## config.mk

```make
export PLATFORM = sky130hd
export DESIGN_NAME = if_stage
export DESIGN_NICKNAME = d
export VERILOG_FILES = /design/src/rtl/if_stage.sv
export SDC_FILE = /design/constraint.sdc
export NUM_CORES = 1
export LEC_CHECK = 0
export CAP_MARGIN = 20
export CORE_ASPECT_RATIO = 0.6
export CORE_UTILIZATION = 40
export CTS_BUF_LIST = sky130_fd_sc_hd__clkbuf_4
export CTS_CLUSTER_DIAMETER = 120
export DETAILED_ROUTE_END_ITERATION = 7
export PLACE_DENSITY = 0.85
export RECOVER_POWER = 25
export SLEW_MARGIN = 30
export SYNTH_ARGS = -nofsm -noshare
export SYNTH_HDL_FRONTEND = slang
export SYNTH_SLANG_ARGS = --single-unit
```

## constraint.sdc

```tcl
create_clock -name clk -period 2.2 [get_ports clk]
set_input_delay 0.22 -clock clk [delete_from_list [all_inputs] [get_ports clk]]
set_output_delay 0.22 -clock clk [all_outputs]
set_load 0.05 [all_outputs]
```

## src/rtl/if_stage.sv

```systemverilog
// rtl/if_stage.sv - MIPS instruction-fetch stage: PC, ROM fetch and IF/ID register
//
// Holds the program counter and presents it to the instruction ROM. Picks the next
// PC from the sequential, branch-redirect and flush sources, then registers the
// fetched instruction and its PC into the IF/ID pipeline register.
//
// Ports:
//   clk, rst              clock (rising edge), asynchronous active-low reset
//   stall                 hold PC and IF/ID
//   flush, flush_pc       exception/eret redirect; IF/ID gets a bubble
//   branch_flag/_target   taken branch/jump resolved in decode
//   inst_rom_data         instruction read combinationally at inst_rom_addr
//   inst_rom_addr/_ce     fetch address (current PC) and ROM chip enable
//   id_pc/_inst/_valid    IF/ID register contents; valid=0 marks a bubble
//   id_adel               fetch address of the IF/ID instruction was misaligned
module if_stage #(
  parameter logic [31:0] RESET_PC   = 32'h0000_0000,
  parameter bit          DELAY_SLOT = 1'b1,
  parameter logic [31:0] NOP_INST   = 32'h0000_0000
) (
  input  logic        clk,
  input  logic        rst,
  input  logic        stall,
  input  logic        flush,
  input  logic [31:0] flush_pc,
  input  logic        branch_flag,
  input  logic [31:0] branch_target,
  input  logic [31:0] inst_rom_data,
  output logic [31:0] inst_rom_addr,
  output logic        inst_rom_ce,
  output logic [31:0] id_pc,
  output logic [31:0] id_inst,
  output logic        id_valid,
  output logic        id_adel
);

  typedef enum logic {
    IDLE  = 1'b0,
    FETCH = 1'b1
  } state_t;

  state_t      state_q, state_d;
  logic [31:0] pc_q, pc_d;
  logic        ce_q, ce_d;
  logic [31:0] id_pc_q, id_pc_d;
  logic [31:0] id_inst_q, id_inst_d;
  logic        id_valid_q, id_valid_d;
  logic        id_adel_q, id_adel_d;

  logic load_real;
  logic load_bubble;
  logic pc_misaligned;

  assign pc_misaligned = (pc_q[1:0] != 2'b00);

  always_comb begin
    state_d     = state_q;
    pc_d        = pc_q;
    ce_d        = ce_q;
    id_pc_d     = id_pc_q;
    id_inst_d   = id_inst_q;
    id_valid_d  = id_valid_q;
    id_adel_d   = id_adel_q;
    load_real   = 1'b0;
    load_bubble = 1'b0;

    if (state_q == IDLE) begin
      // First edge after reset only enables the ROM; the PC stays at RESET_PC
      // so the first real fetch happens from it on the following edge.
      state_d     = FETCH;
      ce_d        = 1'b1;
      load_bubble = 1'b1;
    end else if (flush) begin
      pc_d        = flush_pc;
      load_bubble = 1'b1;
    end else if (!stall) begin
      // A stalled decode keeps branch_flag high, so ignoring it while stalled
      // simply defers the redirect to the first unstalled edge.
      if (branch_flag) begin
        pc_d = branch_target;
        if (DELAY_SLOT) load_real = 1'b1;
        else            load_bubble = 1'b1;
      end else begin
        pc_d      = pc_q + 32'd4;
        load_real = 1'b1;
      end
    end

    if (load_bubble) begin
      id_pc_d    = 32'h0000_0000;
      id_inst_d  = NOP_INST;
      id_valid_d = 1'b0;
      id_adel_d  = 1'b0;
    end else if (load_real) begin
      // A misaligned fetch stays valid so exception logic sees the faulting PC,
      // but its instruction word is meaningless and is replaced by a NOP.
      id_pc_d    = pc_q;
      id_inst_d  = pc_misaligned ? NOP_INST : inst_rom_data;
      id_valid_d = 1'b1;
      id_adel_d  = pc_misaligned;
    end
  end

  always_ff @(posedge clk or negedge rst) begin
    if (!rst) begin
      state_q    <= IDLE;
      pc_q       <= RESET_PC;
      ce_q       <= 1'b0;
      id_pc_q    <= 32'h0000_0000;
      id_inst_q  <= NOP_INST;
      id_valid_q <= 1'b0;
      id_adel_q  <= 1'b0;
    end else begin
      state_q    <= state_d;
      pc_q       <= pc_d;
      ce_q       <= ce_d;
      id_pc_q    <= id_pc_d;
      id_inst_q  <= id_inst_d;
      id_valid_q <= id_valid_d;
      id_adel_q  <= id_adel_d;
    end
  end

  assign inst_rom_addr = pc_q;
  assign inst_rom_ce   = ce_q;
  assign id_pc         = id_pc_q;
  assign id_inst       = id_inst_q;
  assign id_valid      = id_valid_q;
  assign id_adel       = id_adel_q;

endmodule

```

; Word level (Yosys, flattened, before mapping)
; Index checks and enable logic that the tools add are counted.
; Widths: inputs -> output; s select.
[totals]
inputBits = 101
elab_cells = 29
rom_bits = 0
ram_bits = 0
n_memories = 0
latch_bits = 0
ff_bits = 100
output_inout_bits = 99
[op_classes]
div_mod_pow = 0
magnitude_cmp = 0
shift = 0
mul = 0
mux = 17
addsub = 1
eq_ne = 1
n_reduce_logical = 3
n_bitwise = 0
[op_table]
columns = operator, count
row1 = $mux 32, 8
row2 = $add 32x3->32 const B, 1
row3 = $mux 1, 9
row4 = $reduce_bool 2->1, 2
row5 = $ne 2x1->1 const B, 1
row6 = $reduce_and 2->1, 1

; Longest topological paths before layout
; Gate-level depths: netlist (run 1).
[depth]
ltp_word = 5
ltp_mapped = 7
mapped_depth_nobuf = 6

; Least setup slack after synthesis (run 1)
; Ideal clock, no wire load.
[synth_timing]
kind = flip-flop to flip-flop
from = reg pc_q[2], in the netlist inst_rom_addr[2]
to = reg pc_q[14], in the netlist inst_rom_addr[14]
path_slack_ns = 0.189
t_arrival_ns = 1.934
n_path_buf = 1
period_less_slack_ns = 2.011
stages_incl_launch_ff = 8
setup_ns = 0.077
t_required_ns = 2.123
cell_sequence = dfrtp_1 -> ha_1 -> nand3_1 -> nor2_2 -> buf_2 -> nand2_1 -> o31a_1 -> o21ai_1
[synth_via]
elab_chain_len = 4
[synth_lines]
columns = element, line_no
row1 = from (decl), 43  ; logic [31:0] pc_q, pc_d;
row2 = from (signal assigned), 115  ; pc_q <= pc_d;
row3 = $add 32x3->32, 84  ; pc_d = pc_q + 32'd4;
row4 = $mux 32, 79  ; if (branch_flag) begin
row5 = $mux 32, 76  ; end else if (!stall) begin
row6 = $mux 32, 73  ; end else if (flush) begin
; Every way passes these cells. The select of a mux whose other input is x is not followed.
; A chain may end at the register's enable or synchronous reset.

; Final worst setup path (run 1)
[layout_timing]
from = reg pc_q[6], in the netlist inst_rom_addr[6]
to = out inst_rom_addr[6]
[layout_rtl]
columns = element, line_no
row1 = to (decl), 29  ; output logic [31:0] inst_rom_addr,
; No word-level cell between the ends.

==> results of run 1 <==
[worst min path at each step]
stage / cells past startpoint / endpoint / slack [ns]
5_1_grt: 2 / id_inst[27]$_DFFE_PN0P_ / 0.31
4_1_cts: 2 / id_inst[27]$_DFFE_PN0P_ / 0.29
3_3_place_gp: 1 / id_inst[28]$_DFFE_PN0P_ / 0.26
2_1_floorplan: 0 / id_adel$_DFFE_PN0P_ / -0.08
6_report: 2 / id_inst[30]$_DFFE_PN0P_ / 0.35
3_5_place_dp: 1 / id_inst[27]$_DFFE_PN0P_ / 0.26
[state kept, by name (all words and copies together) (netlist names)]
signal / count
inst_rom_addr: 32
state_q: 1
inst_rom_ce: 1
id_valid: 1
id_pc: 32
id_adel: 1
id_inst: 32
[stage by stage]
step	setup TNS [ns]	setup WS, ns	instances
final	0	0.117	797
after global routing	0	0.0216	797
after CTS	0	0.0595	796
after detailed placement	0	0.0257	781
after global placement	-0.416	-0.0160	780
after floorplan	0	0.189	435
[cells by family after synthesis]
family          count (synthesis)  synth area share
simple gates                   86             0.109
other cells                     1          0.000791
buf+inv                        48            0.0564
flops                         100             0.528
mux                             2           0.00422
compound gates                197             0.300
fa+ha+maj                       1           0.00264
[routing by layer]
metal  track usage  wire [um]  vias up
met5             0          0        -
met4        0.0841        240        0
met3        0.0624       1300       25
met2         0.394       7000      250
met1         0.350       6980     2261
li1              -          -     2080
[cells in the mapped netlist, types with 3 or more instances]
| cell type | count |
|---|---|
| a21oi_1 | 22 |
| a221o_1 | 3 |
| a222oi_1 | 3 |
| a22o_1 | 67 |
| a22oi_1 | 12 |
| a31oi_1 | 8 |
| and3_1 | 8 |
| and4_1 | 3 |
| buf_2 | 12 |
| clkbuf_1 | 15 |
| clkbuf_8 | 5 |
| dfrtp_1 | 100 |
| inv_1 | 9 |
| nand2_1 | 14 |
| nand3_1 | 15 |
| nand4_1 | 9 |
| nor2_1 | 14 |
| nor2b_1 | 4 |
| o21ai_0 | 19 |
| o21ai_1 | 25 |
| o22ai_1 | 9 |
| o31a_1 | 10 |
[layout make-up]
class                      instances  area [sq um]
multi-input combinational        287          2000
clock buffer                      10          75.1
clock inverter                     4          52.6
fill                             936          4350
antenna                            1          2.50
sequential                       100          2500
timing repair buffer             224          2190
tap                              160           200
inverter                          11          41.3
[power groups by stage]
stage	Clock, mW	Sequential, mW	Combinational, mW
2_1_floorplan	0	2.62	0.330
3_3_place_gp	0	2.19	1.37
3_5_place_dp	0	2.21	1.40
4_1_cts	0.980	2.17	1.40
5_1_grt	1.04	2.20	1.47
6_report	0.947	2.18	1.40
[what timing repair did]
action                                  in CTS  in global routing
endpoints found under the setup margin       0                  2
resized for setup                            0                  2
endpoints found under the hold margin       41                  0
hold buffers                                 1                  0
==> metrics.md, run 1 <==
| Metric | Value |
|---|---|
| Top-area cell type share of the netlist area | 0.528 |
| Hold Path Class | in -> reg |
| Hold path start | inst_rom_data[30] |
| Cell count along the critical path | 2 |
| Boundary Pins | 200 |
| Num CTS Buffers | 9 |
| Fin crit period | approximately 2.1 ns |
| Worst-Margin Slew | around 1.2 ns |
| Die Span Y | around 86 um |
| Initial DRT Pass Iterations | 5 |
| Synth async-reset ratio | 1.00 |
| Post-route ant nets | 0 |
| Final wirelength | between 15000 and 20000 um |
| Setup violators final | 0 |
| Max VDD drop | 312 uV |
| DR DRC count | 0 |
| Area growth from synthesis to layout | 48.8% |
| Drt initial violations | between 300 and 400 |
| Switching share of power | 0.365 |
| Post-synth EDFFs | 0 |
| DR vias | approximately 4600 |
| Synthesis Warnings | 0 |
| Status | finished clean |
| R2R cell count | 6 |
| Clk pin slew, worst setup/hold paths | about 0.16 ns |
| Fin util | 0.619 |
| Largest net degree at the start of global routing | between 40 and 50 |
| Switching power | roughly 1.6 mW |
| Biggest cell delay along the critical path | 0.80 ns |
| Setup Skew | about 0.022 ns |
| Lkg Pwr | approximately 3 nW |
| Req. time, crit path | roughly 2.0 ns |
| Proportion of power drawn by combinational gates | 0.309 |
| Crit path from | inst_rom_addr[6]$_DFFE_PN0P_ |
| Setup Buffers After CTS | 0 |
| Final Hold Fails | 0 |
| Synth area leaders | dfrtp_1 (53%), a22o_1 (12%), o21ai_1 (2.6%), a21oi_1 (2.3%), o21ai_0 (2.0%) |
| Die width | between 100 and 150 um |
| PortBufs | slightly below 200 |
| CTS tree | done |
| Rel. slew slack | 0.200 |
| Crit-path cells | buf_4 -> clkdlybuf4s50_1 |
| Die area | 12300 sq um |
| Distinct cells, synth | 61 |
| Post-DP HPWL | about 11000 um |
| Congestion Overflow GR | 0 |
| CP bufs+invs | 2 |
| Crit-path slowest cell | clkdlybuf4s50_1 |
| Unrepaired setup endpoints after global routing | false |
| Initial Utilization | 0.416 |
| # rows | 30 |
| Synthesized Nets | between 500 and 600 |
| Total Routing Usage GR | 0.254 |
| Crit start category | register |
| CP endpoint kind | primary output |
| WP data arrival | 1.86 ns |
| GP Congestion | between 0.9 and 1 |
| Worst R2R End | inst_rom_addr[26]$_DFFE_PN0P_ |
| Final Total Pwr | approximately 4.5 mW |
| Reg power frac | 0.482 |
| Slew Viols, Final | 0 |
| CTS Sinks | 100 |
| First-pass GRT wire length | about 24000 um |
| Post-synthesis sequential area ratio | 0.528 |
| Routed vias/inst | roughly 5.8 |
| Crit Path Max Fanout | 6 |
| Synth area leader | dfrtp_1 |
| CTS Buffer Depth | 2 |
| Period utilization | 0.947 |
| Final #Nets | roughly 740 |
| Clock power share | 0.209 |
| Most frequent cells in the layout | clkdlybuf4s50_1 (197), dfrtp_1 (100), a22o_1 (67) |
| Top_reg_cell synth | dfrtp_1 |
| DP Area | 6930 sq um |
| H-Tree Depth | 3 |
| Clock latency at the later pin of the worst-skew pair | 0.45 ns |
| CP Capture Point | inst_rom_addr[6] |
| Root Buffer | clkbuf_4 |
| Synthesized cell area | 4740 sq um |
| Synth Area per Inst | ~11 sq um |
| Critical R2R Launch | inst_rom_addr[3]$_DFFE_PN0P_ |
| Pwr Density | approximately 640 nW/um^2 |
| Commonest non-fill, non-tap cell in the layout | clkdlybuf4s50_1 |
| Antenna violations before repair | 1 |
| Crit path max-delay family | buffers and inverters |
| Synthesized instance count | roughly 440 |
| Final Cell Area | about 7100 sq um |
| Fmax achieved | about 0.48 GHz |
| DR WL/cell | slightly below 20 um |
| Max cap viols | 0 |
| Final hold slack | roughly 0.35 ns |
| Core area | around 11000 sq um |
| Vias in the first global route | 4561 |
| Synthesized flop and latch total | 100 |
| Share of layout cells above drive strength 1 | 0.0865 |
| Setup CP Type | reg -> out |
| Reg-to-reg slack, setup | about 0.25 ns |
| Pint | between 2 and 3 mW |
(Power assumes the default switching activity.)
==> run 2: changes to the inputs <==
--- a/config.mk
+++ b/config.mk
@@ -6,13 +6,12 @@
 export NUM_CORES = 1
 export LEC_CHECK = 0
 export CAP_MARGIN = 20
-export CORE_ASPECT_RATIO = 0.6
+export CORE_ASPECT_RATIO = 1.5
 export CORE_UTILIZATION = 40
 export CTS_BUF_LIST = sky130_fd_sc_hd__clkbuf_4
 export CTS_CLUSTER_DIAMETER = 120
 export DETAILED_ROUTE_END_ITERATION = 7
 export PLACE_DENSITY = 0.85
-export RECOVER_POWER = 25
 export SLEW_MARGIN = 30
 export SYNTH_ARGS = -nofsm -noshare
 export SYNTH_HDL_FRONTEND = slang
==> run 2 against run 1 <==
  * Power rose by 5.0%
  * Worst setup slack got worse by 0.027 ns
  * Sequential cell count did not move
  * Critical path depth fell by 1
  * Combinational power barely moved
  * Design area rose by 0.16%
  * Final cell count down 1.9%
  * Via count grew 0.24%
  * Critical endpoint unchanged
==> metrics.md, run 2 (synthesis gave the netlist of run 1 again) <==
| Metric | Value |
|---|---|
| # rows | 48 (was 30) |
| DR DRC count | 0 (unchanged) |
| Rel. slew slack | 0.602 (was 0.200) |
| Commonest non-fill, non-tap cell in the layout | clkdlybuf4s50_1 (unchanged) |
| Setup Buffers After CTS | 0 (unchanged) |
| Status | finished clean (unchanged) |
| Cts-stage hold buffer count | 1 (unchanged) |
| Post-placement setup slack | 0.253 ns (was 0.0257 ns) |
| CP endpoint kind | primary output (unchanged) |
| Most frequent cells in the layout | clkdlybuf4s50_1 (198), dfrtp_1 (100), a22o_1 (67) (was clkdlybuf4s50_1 (197), dfrtp_1 (100), a22o_1 (67)) |
| Final Cell Area | 7070 sq um (was 7060 sq um) |
| Final Total Pwr | 4.75 mW (was 4.53 mW) |
| CTS Sinks | 100 (unchanged) |
| Antenna violations before repair | 1 (unchanged) |
| CTS Buffer Depth | 2 (unchanged) |
| Worst-Margin Slew | 0.597 ns (was 1.20 ns) |
| DR WL/cell | 19.5 um (about the same) |
| Initial Utilization | 0.411 (was 0.416) |
| CP bufs+invs | 1 (was 2) |
| Post-cts sizing count | 0 (unchanged) |
| Setup CP Type | reg -> out (unchanged) |
| Routed vias/inst | 5.92 (was 5.79) |
| Biggest cell delay along the critical path | 0.87 ns (was 0.80 ns) |
| Pwr Density | 672 nW/um^2 (was 641 nW/um^2) |
| Crit-path cells | clkdlybuf4s50_1 (was buf_4 -> clkdlybuf4s50_1) |
| Fmax achieved | 0.474 GHz (was 0.480 GHz) |
| Boundary Pins | 200 (unchanged) |
| Core area | 11500 sq um (was 11400 sq um) |
| First-pass GRT wire length | 23800 um (about the same) |
| Num CTS Buffers | 9 (unchanged) |
| Max VDD drop | 384 uV (was 312 uV) |
| Die Span Y | 135 um (was 86.4 um) |
| Final std cells w/o fill | 782 (was 797) |
| Unrepaired setup endpoints after global routing | false (unchanged) |
| Crit path max-delay family | buffers and inverters (unchanged) |
| Grt met1 use | 0.296 (was 0.350) |
| Req. time, crit path | 1.98 ns (about the same) |
| Post-DP HPWL | 11000 um (was 11300 um) |
| Final Hold Fails | 0 (unchanged) |
| WP data arrival | 1.89 ns (was 1.86 ns) |
| H-Tree Depth | 3 (unchanged) |
| Final worst setup slack | 0.0902 ns (was 0.117 ns) |
| GP Congestion | 0.904 (was 0.918) |
| Crit Path Max Fanout | 9 (was 6) |
| DR vias | 4627 (was 4616) |
| Met2 track demand over resource | 0.428 (was 0.394) |
| Initial DRT Pass Iterations | 6 (was 5) |
| Final hold slack | 0.277 ns (was 0.353 ns) |
| Area growth from synthesis to layout | 49.0% (was 48.8%) |
| Clock latency at the later pin of the worst-skew pair | 0.46 ns (was 0.45 ns) |
| Die width | 90.9 um (was 143 um) |
| Placed insts | 765 (was 781) |
| Setup violators final | 0 (unchanged) |
| Post-route ant nets | 0 (unchanged) |
| Period utilization | 0.959 (was 0.947) |
| Slew Viols, Final | 0 (unchanged) |
| Congestion Overflow GR | 0 (unchanged) |
| Crit start category | register (unchanged) |
| Vias in the first global route | 4663 (was 4561) |
| Fin crit period | 2.11 ns (was 2.08 ns) |
| Clk pin slew, worst setup/hold paths | 0.16 ns (about the same) |
| GRT met3 Usage | 0.0359 (was 0.0624) |
| Gr busiest metal | met2 (unchanged) |
| Root Buffer | clkbuf_4 (unchanged) |
| Die area | 12300 sq um (about the same) |
| Final wirelength | 15200 um (was 15500 um) |
| Share of layout cells above drive strength 1 | 0.0808 (was 0.0865) |
| Drt initial violations | 360 (was 344) |
| Setup Skew | 0.0261 ns (was 0.0218 ns) |
| Max cap viols | 0 (unchanged) |
| Total Routing Usage GR | 0.248 (was 0.254) |
| Hold Path Class | in -> async (was in -> reg) |
| Final #Nets | 729 (was 735) |
| Lkg Pwr | 2.97 nW (about the same) |
| CTS tree | done (unchanged) |
| Fin util | 0.613 (was 0.619) |
| DP Area | 6890 sq um (was 6930 sq um) |
| PortBufs | 199 (unchanged) |
| Crit-path slowest cell | clkdlybuf4s50_1 (unchanged) |
| Largest net degree at the start of global routing | 67 (was 46) |
| Setup TNS | 0 ns (unchanged) |
## run 2: final cells by class
class / instances / area [sq um]
multi-input cells: 287 / 1990
diodes: 1 / 2.50
inverters: 11 / 41.3
clock inverters: 6 / 104
clock buffers: 9 / 67.6
well taps: 150 / 188
flip-flops and latches: 100 / 2500
repair buffers: 218 / 2170
fillers: 965 / 4460
## run 2: final timing paths
kind | start | to | slack [ns] | cells past startpoint
max | inst_rom_addr[6]$_DFFE_PN0P_ | inst_rom_addr[6] | 0.09 | 1
min | rst | id_pc[8]$_DFFE_PN0P_ | 0.28 | 2
max reg2reg | inst_rom_addr[2]$_DFFE_PN0P_ | inst_rom_addr[26]$_DFFE_PN0P_ | 0.24 | 7
min reg2reg | id_adel$_DFFE_PN0P_ | id_adel$_DFFE_PN0P_ | 0.50 | 2
max in group asynchronous | rst | id_pc[18]$_DFFE_PN0P_ | 1.16 | 3
min in group clk | inst_rom_data[19] | id_inst[19]$_DFFE_PN0P_ | 0.35 | 2
## run 2: power breakdown
| group | switching (mW) | internal (mW) |
|---|---|---|
| sequential | 0.223 | 1.97 |
| clock | 0.613 | 0.562 |
| combinational | 0.829 | 0.555 |
| total | 1.66 | 3.09 |
## run 2: metal layers
layer	part of all wire	vias to the layer above
met1	0.37	2246
met4	0.033	0
met2	0.52	265
met3	0.075	41
li1	-	2075
met5	0	-
==> run 3: changes to the inputs <==
--- a/config.mk
+++ b/config.mk
@@ -7,11 +7,11 @@
 export LEC_CHECK = 0
 export CAP_MARGIN = 20
 export CORE_ASPECT_RATIO = 1.5
-export CORE_UTILIZATION = 40
+export CORE_UTILIZATION = 44
 export CTS_BUF_LIST = sky130_fd_sc_hd__clkbuf_4
 export CTS_CLUSTER_DIAMETER = 120
 export DETAILED_ROUTE_END_ITERATION = 7
-export PLACE_DENSITY = 0.85
+export PLACE_DENSITY = 0.91
 export SLEW_MARGIN = 30
 export SYNTH_ARGS = -nofsm -noshare
 export SYNTH_HDL_FRONTEND = slang
==> run 3 against run 2 <==
  * Combinational power hardly changed
  * Fmax is 0.71% lower
  * Highest routed layer unchanged
  * Routed wire length is 0.89% higher
  * Die area is 8.9% lower
  * Clock-buffer cell count is 1 higher
  * Power is 0.83% higher
  * Utilization is 6.2 points higher
  * Via count is 1.3% higher
  * Worst hold slack worse by 0.090 ns
  * Clock power hardly changed
==> metrics.md, run 3 (synthesis gave the netlist of run 1 again) <==
| Metric | Value |
|---|---|
| Reg-to-reg slack, setup | 0.21 ns (was 0.24 ns) |
| PortBufs | 199 (unchanged) |
| Core area | 10500 sq um (was 11500 sq um) |
| Boundary Pins | 200 (unchanged) |
| First-pass GRT wire length | 23600 um (was 23800 um) |
| Max cap viols | 0 (unchanged) |
| CTS tree | done (unchanged) |
| DR vias | 4689 (was 4627) |
| Setup Buffers After CTS | 0 (unchanged) |
| Setup CP Type | reg -> out (unchanged) |
| Slew Viols, Final | 0 (unchanged) |
| Pint | 3.12 mW (was 3.09 mW) |
| Initial Utilization | 0.450 (was 0.411) |
| Most frequent cells in the layout | clkdlybuf4s50_1 (197), dfrtp_1 (100), a22o_1 (67) (was clkdlybuf4s50_1 (198), dfrtp_1 (100), a22o_1 (67)) |
| Biggest cell delay along the critical path | 0.87 ns (about the same) |
| Multi-input gate area | 1990 sq um (unchanged) |
| Setup Skew | 0.0148 ns (was 0.0261 ns) |
| DR DRC count | 0 (unchanged) |
| Clk pin slew, worst setup/hold paths | 0.15 ns (was 0.16 ns) |
| Max VDD drop | 374 uV (was 384 uV) |
| GP Congestion | 0.921 (was 0.904) |
| Crit-path slowest cell | clkdlybuf4s50_1 (unchanged) |
| Antenna violations before repair | 1 (unchanged) |
| Final Cell Area | 7110 sq um (was 7070 sq um) |
| Share of layout cells above drive strength 1 | 0.0868 (was 0.0808) |
| Final wirelength | 15300 um (was 15200 um) |
| Final Total Pwr | 4.79 mW (was 4.75 mW) |
| Clock power share | 0.250 (was 0.247) |
| Fin util | 0.675 (was 0.613) |
| Req. time, crit path | 1.98 ns (about the same) |
| H-Tree Depth | 3 (unchanged) |
| Commonest non-fill, non-tap cell in the layout | clkdlybuf4s50_1 (unchanged) |
| Rel. slew slack | 0.616 (was 0.602) |
| Sequential cell area | 2500 sq um (unchanged) |
| Area growth from synthesis to layout | 49.8% (was 49.0%) |
| Crit Path Max Fanout | 9 (unchanged) |
| Post-route ant nets | 0 (unchanged) |
| Lkg Pwr | 3.00 nW (was 2.97 nW) |
| Switching share of power | 0.349 (was 0.350) |
| Congestion Overflow GR | 0 (unchanged) |
| Clock latency at the later pin of the worst-skew pair | 0.45 ns (was 0.46 ns) |
| Die width | 86.8 um (was 90.9 um) |
| # rows | 46 (was 48) |
| Critical R2R Launch | inst_rom_addr[2]$_DFFE_PN0P_ (unchanged) |
| Crit path max-delay family | buffers and inverters (unchanged) |
| Drt initial violations | 326 (was 360) |
| Die area | 11200 sq um (was 12300 sq um) |
| Crit path from | inst_rom_addr[17]$_DFFE_PN0P_ (was inst_rom_addr[6]$_DFFE_PN0P_) |
| Reg power frac | 0.457 (was 0.461) |
| CTS Buffer Depth | 2 (unchanged) |
| DP Area | 6910 sq um (was 6890 sq um) |
| Post-DP HPWL | 11300 um (was 11000 um) |
| Root Buffer | clkbuf_4 (unchanged) |
| Period utilization | 0.966 (was 0.959) |
| Total Routing Usage GR | 0.278 (was 0.248) |
| Final Hold Fails | 0 (unchanged) |
| Fmax achieved | 0.471 GHz (was 0.474 GHz) |
| Routed vias/inst | 6.02 (was 5.92) |
| Post-placement setup slack | 0.214 ns (was 0.253 ns) |
| Setup TNS | 0 ns (unchanged) |
| Die Span Y | 129 um (was 135 um) |
| Setup violators final | 0 (unchanged) |
| Worst-Margin Slew | 0.574 ns (was 0.597 ns) |
| Pwr Density | 674 nW/um^2 (was 672 nW/um^2) |
| CP bufs+invs | 1 (unchanged) |
| Status | finished clean (unchanged) |
| Vias in the first global route | 4652 (was 4663) |
| Hold Path Class | in -> async (unchanged) |
| Largest net degree at the start of global routing | 67 (unchanged) |
| Final worst setup slack | 0.0752 ns (was 0.0902 ns) |
| DR WL/cell | 19.7 um (was 19.5 um) |
| WP data arrival | 1.90 ns (was 1.89 ns) |
| Unrepaired setup endpoints after global routing | false (unchanged) |
| Fill count | 790 (was 965) |
| Proportion of power drawn by combinational gates | 0.292 (was 0.291) |
| Switching power | 1.67 mW (was 1.66 mW) |
| CP endpoint kind | primary output (unchanged) |
| CTS Sinks | 100 (unchanged) |
| Final #Nets | 731 (was 729) |
| Crit-path cells | clkdlybuf4s50_1 (unchanged) |
| Initial DRT Pass Iterations | 5 (was 6) |
| Fin crit period | 2.12 ns (was 2.11 ns) |
| Crit start category | register (unchanged) |
| Num CTS Buffers | 9 (unchanged) |
==> run 3: cell count changes in the layout (fill, tap and decap cells not counted), sizes merged <==
cell,change
buf,+2
clkbuf,+1
clkdlybuf4s50,-1
clkinv,-2
clkinvlp,+1
dlymetal6s2s,+1
inv,+1
==> run 3: final timing paths <==
kind                            depth (start not counted)                            end
worst max-delay path                                    1              inst_rom_addr[17]
worst min-delay path                                    2        inst_rom_ce$_DFFE_PN0N_
worst max register to register                          7  inst_rom_addr[26]$_DFFE_PN0P_
worst min register to register                          1        inst_rom_ce$_DFFE_PN0N_
max in group asynchronous                               3          id_pc[18]$_DFFE_PN0P_
min in group clk                                        2        id_inst[18]$_DFFE_PN0P_
==> run 3: cell type report <==
type,instances,share of cell area
timing repair buffer,220,0.310
inverter,11,0.00581
multi-input combinational,287,0.280
sequential,100,0.352
clock inverter,6,0.0157
antenna,1,0.000352
tap,144,0.0254
clock buffer,10,0.0106
==> run 3: stage by stage <==
step | cells | hold WS (ns)
detailed placement | 761 | 0.145
global route | 779 | 0.170
floorplan | 435 | -0.0756
global placement | 761 | 0.144
finish | 779 | 0.187
CTS | 778 | 0.178
==> run 3: layer usage <==
metal,vias up,track usage,share of wire
met5,-,0,0
met4,0,0.178,0.052
met3,63,0.0427,0.071
met2,284,0.469,0.52
met1,2266,0.330,0.36
li1,2076,-,-
==> run 3: what timing repair did <==
item                                    CTS  global route
endpoints found under the hold margin    38             0
endpoints found under the setup margin    0             1
resized for setup                         0             1
hold buffers                              1             0
==> run 3: power groups by stage <==
stage          sequential (mW)  clock, mW  combinational [mW]
2_1_floorplan             2.62          0               0.330
3_3_place_gp              2.21          0                1.36
3_5_place_dp              2.22          0                1.39
4_1_cts                   2.18       1.22                1.40
5_1_grt                   2.21       1.29                1.47
6_report                  2.19       1.20                1.40
